===== src/rtl/bus_decoder_pkg.sv =====
// Shared types and default constants for the memory-bus decoder.
// State encoding, default error data and the SoC default region map live here.
package bus_decoder_pkg;

  typedef enum logic [1:0] {
    ST_IDLE   = 2'd0,
    ST_ACCESS = 2'd1,
    ST_RESP   = 2'd2,
    ST_ERROR  = 2'd3
  } state_e;

  localparam int DEF_NUM_SLAVES = 8;
  localparam int DEF_ADDR_WIDTH = 32;

  localparam logic [31:0] DEF_ERROR_DATA = 32'hDEAD_BEEF;

  // Slave 0 is the low 2 GiB, slave 1 a 4 KiB window at 0x8000_0000; the rest are parked.
  localparam logic [DEF_NUM_SLAVES*DEF_ADDR_WIDTH-1:0] DEF_SLAVE_BASE =
    {{6{32'hFFFF_FFFF}}, 32'h8000_0000, 32'h0000_0000};
  localparam logic [DEF_NUM_SLAVES*DEF_ADDR_WIDTH-1:0] DEF_SLAVE_MASK =
    {{6{32'hFFFF_FFFF}}, 32'hFFFF_F000, 32'h8000_0000};

endpackage


===== src/rtl/bus_decoder_region_match.sv =====
// Combinational priority address matcher over packed base/mask regions.
// The lowest matching slave index wins; sel is one-hot or all zero.
module region_match #(
  parameter int                      NUM_SLAVES = 8,
  parameter int                      ADDR_WIDTH = 32,
  parameter logic [NUM_SLAVES*ADDR_WIDTH-1:0] SLAVE_BASE = '0,
  parameter logic [NUM_SLAVES*ADDR_WIDTH-1:0] SLAVE_MASK = '0
) (
  input  logic [ADDR_WIDTH-1:0] addr,
  output logic                  hit,
  output logic [NUM_SLAVES-1:0] sel
);

  always_comb begin
    hit = 1'b0;
    sel = '0;
    for (int i = 0; i < NUM_SLAVES; i++) begin
      if (!hit && ((addr & SLAVE_MASK[i*ADDR_WIDTH +: ADDR_WIDTH]) ==
                   (SLAVE_BASE[i*ADDR_WIDTH +: ADDR_WIDTH] & SLAVE_MASK[i*ADDR_WIDTH +: ADDR_WIDTH]))) begin
        hit    = 1'b1;
        sel[i] = 1'b1;
      end
    end
  end

endmodule


===== src/rtl/bus_decoder.sv =====
// Native valid/ready memory-bus decoder: registers each request, forwards it to one
// slave, returns its response, and turns unmapped or timed-out accesses into bus errors.
module bus_decoder
  import bus_decoder_pkg::*;
#(
  parameter int NUM_SLAVES     = DEF_NUM_SLAVES,
  parameter int ADDR_WIDTH     = DEF_ADDR_WIDTH,
  parameter int DATA_WIDTH     = 32,
  parameter logic [NUM_SLAVES*ADDR_WIDTH-1:0] SLAVE_BASE = DEF_SLAVE_BASE,
  parameter logic [NUM_SLAVES*ADDR_WIDTH-1:0] SLAVE_MASK = DEF_SLAVE_MASK,
  parameter int TIMEOUT_CYCLES = 255,
  parameter logic [DATA_WIDTH-1:0] ERROR_DATA = DEF_ERROR_DATA
) (
  input  logic                         clk,
  input  logic                         reset,
  input  logic                         mem_valid,
  input  logic [ADDR_WIDTH-1:0]        mem_addr,
  input  logic [DATA_WIDTH-1:0]        mem_wdata,
  input  logic [DATA_WIDTH/8-1:0]      mem_wstrb,
  output logic                         mem_ready,
  output logic [DATA_WIDTH-1:0]        mem_rdata,
  output logic                         mem_error,
  output logic [NUM_SLAVES-1:0]        enables,
  output logic [ADDR_WIDTH-1:0]        slv_addr,
  output logic [DATA_WIDTH-1:0]        slv_wdata,
  output logic [DATA_WIDTH/8-1:0]      slv_wstrb,
  input  logic [NUM_SLAVES-1:0]        slv_ready,
  input  logic [NUM_SLAVES*DATA_WIDTH-1:0] slv_rdata,
  output logic                         fault_valid,
  output logic [ADDR_WIDTH-1:0]        fault_addr,
  input  logic                         fault_clear
);

  localparam int SW = DATA_WIDTH / 8;
  localparam int CW = $clog2(TIMEOUT_CYCLES + 1);
  localparam logic [CW-1:0] CNT_LAST = CW'(TIMEOUT_CYCLES - 1);

  state_e                  state_q, state_d;
  logic [NUM_SLAVES-1:0]   sel_q, sel_d;
  logic [ADDR_WIDTH-1:0]   addr_q, addr_d;
  logic [DATA_WIDTH-1:0]   wdata_q, wdata_d;
  logic [SW-1:0]           wstrb_q, wstrb_d;
  logic [CW-1:0]           cnt_q, cnt_d;
  logic [DATA_WIDTH-1:0]   rdata_q, rdata_d;
  logic [NUM_SLAVES-1:0]   en_q, en_d;
  logic                    rdy_q, rdy_d;
  logic                    err_q, err_d;
  logic                    fv_q, fv_d;
  logic [ADDR_WIDTH-1:0]   fa_q, fa_d;

  logic                    dec_hit;
  logic [NUM_SLAVES-1:0]   dec_sel;
  logic                    sel_ready;
  logic [DATA_WIDTH-1:0]   sel_rdata;

  region_match #(
    .NUM_SLAVES (NUM_SLAVES),
    .ADDR_WIDTH (ADDR_WIDTH),
    .SLAVE_BASE (SLAVE_BASE),
    .SLAVE_MASK (SLAVE_MASK)
  ) u_match (
    .addr (mem_addr),
    .hit  (dec_hit),
    .sel  (dec_sel)
  );

  // One-hot select makes the read-data mux a plain AND-OR.
  always_comb begin
    sel_rdata = '0;
    for (int i = 0; i < NUM_SLAVES; i++) begin
      if (sel_q[i]) sel_rdata |= slv_rdata[i*DATA_WIDTH +: DATA_WIDTH];
    end
  end

  assign sel_ready = |(slv_ready & sel_q);

  always_comb begin
    state_d = state_q;
    sel_d   = sel_q;
    addr_d  = addr_q;
    wdata_d = wdata_q;
    wstrb_d = wstrb_q;
    cnt_d   = cnt_q;
    rdata_d = rdata_q;
    en_d    = '0;
    rdy_d   = 1'b0;
    err_d   = 1'b0;
    fv_d    = fault_clear ? 1'b0 : fv_q;
    fa_d    = fa_q;

    unique case (state_q)
      ST_IDLE: begin
        if (mem_valid) begin
          addr_d = mem_addr;
          if (dec_hit) begin
            sel_d   = dec_sel;
            wdata_d = mem_wdata;
            wstrb_d = mem_wstrb;
            cnt_d   = '0;
            en_d    = dec_sel;
            state_d = ST_ACCESS;
          end else begin
            rdy_d   = 1'b1;
            err_d   = 1'b1;
            rdata_d = ERROR_DATA;
            state_d = ST_ERROR;
          end
        end
      end
      ST_ACCESS: begin
        // A ready in the last counted cycle still completes normally.
        if (sel_ready) begin
          rdata_d = sel_rdata;
          rdy_d   = 1'b1;
          state_d = ST_RESP;
        end else if (cnt_q == CNT_LAST) begin
          rdy_d   = 1'b1;
          err_d   = 1'b1;
          rdata_d = ERROR_DATA;
          state_d = ST_ERROR;
        end else begin
          cnt_d = cnt_q + CW'(1);
          en_d  = sel_q;
        end
      end
      ST_RESP: begin
        state_d = ST_IDLE;
      end
      ST_ERROR: begin
        fv_d    = 1'b1;
        fa_d    = addr_q;
        state_d = ST_IDLE;
      end
      default: begin
        state_d = ST_IDLE;
      end
    endcase
  end

  always_ff @(posedge clk or posedge reset) begin
    if (reset) begin
      state_q <= ST_IDLE;
      sel_q   <= '0;
      addr_q  <= '0;
      wdata_q <= '0;
      wstrb_q <= '0;
      cnt_q   <= '0;
      rdata_q <= '0;
      en_q    <= '0;
      rdy_q   <= 1'b0;
      err_q   <= 1'b0;
      fv_q    <= 1'b0;
      fa_q    <= '0;
    end else begin
      state_q <= state_d;
      sel_q   <= sel_d;
      addr_q  <= addr_d;
      wdata_q <= wdata_d;
      wstrb_q <= wstrb_d;
      cnt_q   <= cnt_d;
      rdata_q <= rdata_d;
      en_q    <= en_d;
      rdy_q   <= rdy_d;
      err_q   <= err_d;
      fv_q    <= fv_d;
      fa_q    <= fa_d;
    end
  end

  assign mem_ready   = rdy_q;
  assign mem_error   = err_q;
  assign mem_rdata   = rdata_q;
  assign enables     = en_q;
  assign slv_addr    = addr_q;
  assign slv_wdata   = wdata_q;
  assign slv_wstrb   = wstrb_q;
  assign fault_valid = fv_q;
  assign fault_addr  = fa_q;

endmodule


===== config.mk =====
export PLATFORM = sky130hd
export DESIGN_NAME = bus_decoder
export DESIGN_NICKNAME = d
export VERILOG_FILES = /design/src/rtl/bus_decoder_pkg.sv /design/src/rtl/bus_decoder_region_match.sv /design/src/rtl/bus_decoder.sv
export SDC_FILE = /design/constraint.sdc
export NUM_CORES = 1
export LEC_CHECK = 0
export ABC_AREA = 1
export CORE_AREA = 2 2 185 187
export CTS_CLUSTER_SIZE = 28
export DETAILED_ROUTE_END_ITERATION = 6
export DIE_AREA = 0 0 187 189
export PLACE_DENSITY_LB_ADDON = 0.3
export SETUP_SLACK_MARGIN = 0.4
export SYNTH_ARGS = -nofsm -noshare
export SYNTH_HDL_FRONTEND = slang
export SYNTH_SLANG_ARGS = --single-unit

===== constraint.sdc =====
create_clock -name clk -period 6.7 [get_ports clk]
set_input_delay 1.34 -clock clk [delete_from_list [all_inputs] [get_ports clk]]
set_output_delay 1.34 -clock clk [all_outputs]
set_load 0.01 [all_outputs]

==> results of run 1 <==
==> cells by family (layout without fill, tap and decap cells) <==
kind of cell             count (synthesis)  after routing  share of synthesized area
AO/OA/AOI/OAI                           73             73                     0.0487
XOR/XNOR                                 4              4                    0.00447
adder cells (fa/ha/maj)                  2              2                    0.00319
buffers and inverters                   81            543                     0.0523
flip-flops                             154            154                      0.491
multiplexers                            28             28                     0.0402
AND/OR/NAND/NOR                        672            672                      0.360
==> layer usage <==
metal | part of all wire | GRT usage | vias up
li1 | - | - | 4198
met1 | 0.44 | 0.246 | 4001
met2 | 0.48 | 0.308 | 290
met3 | 0.061 | 0.0449 | 41
met4 | 0.020 | 0.0549 | 2
met5 | 0.00038 | 0 | -
==> cell type report <==
type / count / area [um^2] / area share
Clock buffer: 18 / 439 / 0.0324
Clock inverter: 14 / 169 / 0.0125
Inverter: 23 / 91.3 / 0.00674
Multi-Input combinational cell: 779 / 3580 / 0.264
Sequential cell: 154 / 3850 / 0.284
Tap cell: 448 / 561 / 0.0414
Timing Repair Buffer: 488 / 4860 / 0.359
==> stage by stage <==
stage,hold slack [ns],instance area [um^2]
2_1_floorplan,0.483,7840
4_1_cts,0.476,13600
6_report,0.471,13600
5_1_grt,0.501,13600
3_3_place_gp,0.453,12900
3_5_place_dp,0.457,12900
==> cell usage in the layout (no fill, tap or decap) <==
| master | netlist | final |
|---|---|---|
| nand4_1 | 29 | 29 |
| inv_2 | 3 | 4 |
| inv_6 | 0 | 8 |
| nand2_1 | 395 | 395 |
| o21bai_1 | 1 | 1 |
| a21oi_4 | 1 | 1 |
| buf_4 | 11 | 10 |
| xnor2_1 | 1 | 1 |
| ha_1 | 2 | 2 |
| clkinv_8 | 0 | 2 |
| xor2_1 | 3 | 3 |
| clkbuf_8 | 0 | 1 |
| nand3_2 | 3 | 3 |
| nand2b_1 | 1 | 1 |
| nor2_4 | 3 | 3 |
| mux2_2 | 28 | 28 |
| inv_1 | 20 | 18 |
| o21ai_0 | 45 | 45 |
| clkdlybuf4s50_1 | 0 | 478 |
| inv_8 | 0 | 4 |
| bufinv_16 | 0 | 1 |
| o31ai_1 | 1 | 1 |
| nor2_1 | 100 | 100 |
| a21oi_1 | 25 | 25 |
| nand3_1 | 127 | 127 |
| nor3_1 | 8 | 8 |
| nor2_2 | 2 | 2 |
| dfrtp_1 | 154 | 154 |
| nand2_2 | 4 | 4 |
| clkbuf_16 | 0 | 17 |
==> power by group through the flow <==
stage                     Combinational, W  Sequential [W]  Clock [W]
final                              0.00236         0.00159    0.00100
after global routing               0.00257         0.00165    0.00108
after CTS                          0.00239         0.00159    0.00104
after detailed placement           0.00239         0.00160          0
after global placement             0.00237         0.00159          0
after floorplan                   0.000903         0.00175          0
==> tightest hold or removal path, cell delays in order, from the launching register on <==
cell,delay [ns]
dfrtp_1,0.34
nand2_1,0.05
nand2_1,0.04
==> worst max-delay path by stage <==
stage | start | to | depth (start not counted) | slack (ns)
after floorplan | reset | cnt_q[0] | 1 | 1.21
after global placement | mem_addr[31] | mem_rdata[18] | 10 | 2.35
after detailed placement | mem_addr[31] | mem_rdata[27] | 10 | 2.35
after CTS | mem_addr[31] | mem_rdata[27] | 10 | 2.81
after global routing | mem_addr[31] | mem_rdata[0] | 10 | 2.48
final | mem_addr[31] | mem_rdata[27] | 10 | 2.84
==> state kept, by name, summed over array words and instances (netlist names) <==
register,count
cnt_q,8
mem_ready,1
slv_wstrb,4
fault_valid,1
slv_wdata,32
mem_rdata,32
slv_addr,32
enables,5
state_q,2
mem_error,1
fault_addr,32
sel_q,4
==> impl_metrics.json, run 1 <==
{
  "worst_r2r_endpoint": "slv_wdata[30]",
  "postCtsHoldBufs": 0,
  "fin_total_pwr_w": 0.00495,
  "crit_path_end_kind": "flop",
  "swShare": 0.382,
  "maxCapViolCount": 0,
  "critPathArrivalTime_ns": 4.23,
  "grt_overflow": 0,
  "diodes": 0,
  "firstDrtPassIters": 4,
  "place_hpwl_um": 26200,
  "synth-main-ff-cell": "dfrtp_1",
  "num_io_pins": 479,
  "cp_max_fo": 39,
  "post_cts_buffers": 0,
  "clk_pin_slew_worst_paths_ns": 0.07,
  "numCtsBuffers": 17,
  "finalHoldViolations": 0,
  "drc": 0,
  "synth_common_cells": "395 x nand2_1, 154 x dfrtp_1, 127 x nand3_1",
  "p_int_w": 0.00306,
  "yosys_warnings": 0,
  "num_vias": 8532,
  "netSwitchingPower_w": 0.00189,
  "setup_viol": 0,
  "hold_path.class": "reg2reg",
  "rr_worst_depth": 7,
  "cp.required_ns": 7.07,
  "core.rowCount": 67,
  "ant_nets": 0,
  "reg2reg_slack_ns": 4.09,
  "cp_slowest_cell": "nand2_1",
  "seq_area_frac_synth": 0.491,
  "syn_avg_cell_area_um2": 7.74,
  "coreArea_mm2": 0.0333,
  "antenna_found_initial": 2,
  "yosys.cell_count.top_type": "nand2_1",
  "pwr-share-comb": 0.476,
  "routed_wl_um": 34100,
  "cts_tree": "yes",
  "outcome": "finished clean",
  "drt_iter0_markers": 482,
  "post-route-util": 0.407,
  "p_leak_nw": 5.97,
  "clkLatencyLatePin_ns": 0.43,
  "cp_num_buf_inv": 1,
  "r2r_start": "state_q[1]",
  "wl_per_cell_um": 17.7,
  "fin_tns_setup_ns": 0,
  "syn_area_mm2": 0.00784,
  "final.setup_skew_ns": 0.0127,
  "synth_edf_count": 0,
  "worstHoldStart": "slv_wdata[2]",
  "peakVddDrop_uv": 160,
  "whs_endpoint": "slv_wdata[2]",
  "synth_cells": 1014,
  "place_worst_setup_slack_ns": 2.35,
  "grt_max_degree": 65,
  "clkSinkCount": 154,
  "rsz0062_at_grt": "false",
  "cts_resized": 0,
  "clkPwrFrac": 0.202,
  "post-route-period-util": 0.576,
  "synth_seq_cells": 154,
  "crit_type": "in2reg",
  "die_y_um": 189,
  "nets": 1801,
  "clock_path_buffers": 2,
  "synth.distinct_cells": 27,
  "finalMaxSlewViolations": 0,
  "grt_pass1_vias": 8504,
  "layoutNonFillerInstCount": 1924,
  "tightest_slew_ns": 0.969,
  "cp_top_family": "simple AND/OR/NAND/NOR gates",
  "yosys.area.top_type": "dfrtp_1",
  "period_needed_ns": 3.86,
  "fmax_mhz": 259,
  "fp.dieW_um": 187,
  "start_util": 0.236,
  "drive_gt1_frac": 0.0596,
  "synthTopCellsByArea": "dfrtp_1 49%, nand2_1 19%, nand3_1 8.1%, nor2_1 4.8%, mux2_2 4.0%",
  "syn2layout_area_growth_pct": 72.8,
  "vias_per_cell": 4.43,
  "pwr_density_cell_mw_per_mm2": 365,
  "grt_pass1_wl_um": 51300,
  "gp_congestion": 0.832,
  "path_common_cell": "nand2_1",
  "fin_ws_ns": 2.84,
  "synth_top_area_share": 0.491,
  "whs_path_depth": 2,
  "fillers": 3369,
  "port-buffer-count": 478,
  "crit_path_start_kind": "input port",
  "syn-num-nets": 1352,
  "place_inst": 1892,
  "grt_usage": 0.188,
  "pwr-share-seq": 0.321,
  "crit_chain": "clkdlybuf4s50_1, nand2_1, nor2_1, nand2_1, nor2_1, nand2_1, nand3_2, nand2_1, nand3_1, nand2_1",
  "ys_async_sr_fraction": 1.00,
  "cp_slowest_stage_delay_ns": 1.00,
  "clockRootBuffer": "clkbuf_16",
  "h-tree-depth": 4,
  "slew_headroom": 0.353,
  "dieArea_mm2": 0.0353
}
No activity file was read; power rests on OpenSTA's default activity.
==> run 2, diff against run 1 <==
==> constraint.sdc (replaced) <==
create_clock -name clk -period 3.5 [get_ports clk]
set_input_delay 0.7 -clock clk [delete_from_list [all_inputs] [get_ports clk]]
set_output_delay 0.7 -clock clk [all_outputs]
set_load 0.01 [all_outputs]
==> run 2 against run 1 <==
Core utilization is 0.39 points higher. Critical path depth is 1 lower. Total power is 90% higher. Via count is 0.18% lower. Critical endpoint unchanged. Flip-flop and latch count stayed put. Critical path type is now reg2reg. Clock skew is 0.0024 ns lower. Design area is 0.95% higher. Cell count is 0.62% higher.
==> impl_metrics.json, run 2 (synthesized netlist as in run 1, its figures left out) <==
{
  "outcome": "finished clean",
  "h-tree-depth": 4,
  "clkSinkCount": 154,
  "maxCapViolCount": 0,
  "post_cts_buffers": 0,
  "reg2reg_slack_ns": 1.13,
  "grt_max_degree": 38,
  "ant_nets": 0,
  "syn2layout_area_growth_pct": 74.4,
  "place_hpwl_um": 26400,
  "pwr_density_cell_mw_per_mm2": 688,
  "final_common_cell": "clkdlybuf4s50_1",
  "drt_iter0_markers": 434,
  "clkLatencyLatePin_ns": 0.42,
  "crit_path_end_kind": "flop",
  "worstHoldStart": "slv_wdata[7]",
  "clock_path_buffers": 2,
  "fillers": 3370,
  "crit_path_start_kind": "flop",
  "slew_headroom": 0.433,
  "die_y_um": 189,
  "r2r_start": "sel_q[5]",
  "dr_wl_met2_um": 16200,
  "wl_per_cell_um": 17.2,
  "antenna_found_initial": 3,
  "postCtsHoldBufs": 0,
  "wl_met3_um": 2190,
  "setup_viol": 0,
  "cts_resized": 0,
  "finalMaxSlewViolations": 0,
  "peakVddDrop_uv": 332,
  "cp.required_ns": 3.81,
  "core.rowCount": 67,
  "place_worst_setup_slack_ns": 0.818,
  "vias_per_cell": 4.40,
  "met1_length_um": 14200,
  "final.setup_skew_ns": 0.0103,
  "cts_tree": "yes",
  "top_layer_used": "met5",
  "grt_pass1_vias": 8615,
  "numCtsBuffers": 17,
  "crit_chain": "buf_4, nand2_1, nand2_1, nor2_1, nand2_1, buf_12, nand4_1, nand3_1, nand2_1",
  "post-route-period-util": 0.678,
  "routed_wl_um": 33400,
  "fin_ws_ns": 1.13,
  "rr_worst_depth": 9,
  "path_common_cell": "nand2_1",
  "holdWs_ns": 0.472,
  "whs_endpoint": "slv_wdata[7]",
  "mostFrequentLayoutCells": "478 x clkdlybuf4s50_1, 395 x nand2_1, 154 x dfrtp_1",
  "grt_usage": 0.184,
  "clk_pin_slew_worst_paths_ns": 0.07,
  "tightest_slew_ns": 0.848,
  "crit_type": "reg2reg",
  "gp_congestion": 0.853,
  "grt_overflow": 0,
  "drc": 0,
  "critPathArrivalTime_ns": 2.68,
  "whs_path_depth": 2,
  "fmax_mhz": 422,
  "cp_slowest_cell": "dfrtp_1",
  "cp_slowest_stage_delay_ns": 0.63,
  "diodes": 0,
  "nets": 1813,
  "p_leak_nw": 6.03,
  "worst_r2r_endpoint": "mem_rdata[27]",
  "fp.dieW_um": 187,
  "fin_tns_setup_ns": 0,
  "dieArea_mm2": 0.0353,
  "coreArea_mm2": 0.0333,
  "cp_top_family": "simple AND/OR/NAND/NOR gates",
  "grt_pass1_wl_um": 50600,
  "num_vias": 8517,
  "rsz0062_at_grt": "false",
  "cp_max_fo": 24,
  "port-buffer-count": 478,
  "start_util": 0.236,
  "num_io_pins": 479,
  "firstDrtPassIters": 5,
  "clockRootBuffer": "clkbuf_16",
  "cp_num_buf_inv": 2,
  "hold_path.class": "reg2reg",
  "drive_gt1_frac": 0.0672,
  "finalHoldViolations": 0,
  "period_needed_ns": 2.37
}
## run 2: cell count changes in the layout (fill, tap and decap cells not counted), moves of 2 or more
| cell | change |
|---|---|
| buf_4 | +8 |
| inv_6 | -5 |
| buf_12 | +4 |
| clkinv_4 | +2 |
| clkinv_8 | +2 |
| clkinvlp_4 | +2 |
## run 2: layout make-up
cell class,count,area [um^2],area share
Clock buffer,17,425,0.0311
Clock inverter,15,173,0.0126
Inverter,23,90.1,0.00658
Multi-Input combinational cell,779,3580,0.262
Sequential cell,154,3850,0.282
Tap cell,448,561,0.0410
Timing Repair Buffer,500,5000,0.365
## run 2: worst max-delay path by stage
stage / startpoint / end / cells past startpoint
2_1_floorplan: reset / cnt_q[0] / 1
3_3_place_gp: mem_addr[31] / slv_wdata[0] / 10
3_5_place_dp: mem_addr[31] / slv_wdata[0] / 10
4_1_cts: sel_q[5] / mem_rdata[27] / 9
5_1_grt: sel_q[5] / mem_rdata[2] / 9
6_report: sel_q[5] / mem_rdata[27] / 9
## run 2: report_power, final
group	internal [W]	switching, W	total (W)	leakage (nW)
registers	0.00256	0.000468	0.00303	1.92
logic	0.00229	0.00224	0.00453	3.83
clock network	0.000965	0.000885	0.00185	0.289
total	0.00582	0.00359	0.00941	6.03
## run 2: per-layer routing
layer  GRT usage  vias up
met3      0.0528       42
met5           0        -
met4      0.0485        6
met1       0.232     3948
li1            -     4225
met2       0.309      296
## run 2: worst register-to-register path: cells and delay by family, from the launching register on
kind                   cells  cell delay (ns)
and+or+nand+nor            7             1.04
DFF                        1             0.63
buffers and inverters      2             0.59
## run 2: per-stage QoR
| step | util | total power [W] | instance area, um^2 | instances |
|---|---|---|---|---|
| floorplan | - | 0.00508 | 7850 | 1014 |
| finish | 0.411 | 0.00941 | 13700 | 1936 |
| detailed placement | 0.393 | 0.00767 | 13100 | 1904 |
| global route | 0.411 | 0.0101 | 13700 | 1936 |
| CTS | 0.411 | 0.00958 | 13700 | 1936 |
| global placement | 0.393 | 0.00760 | 13100 | 1904 |
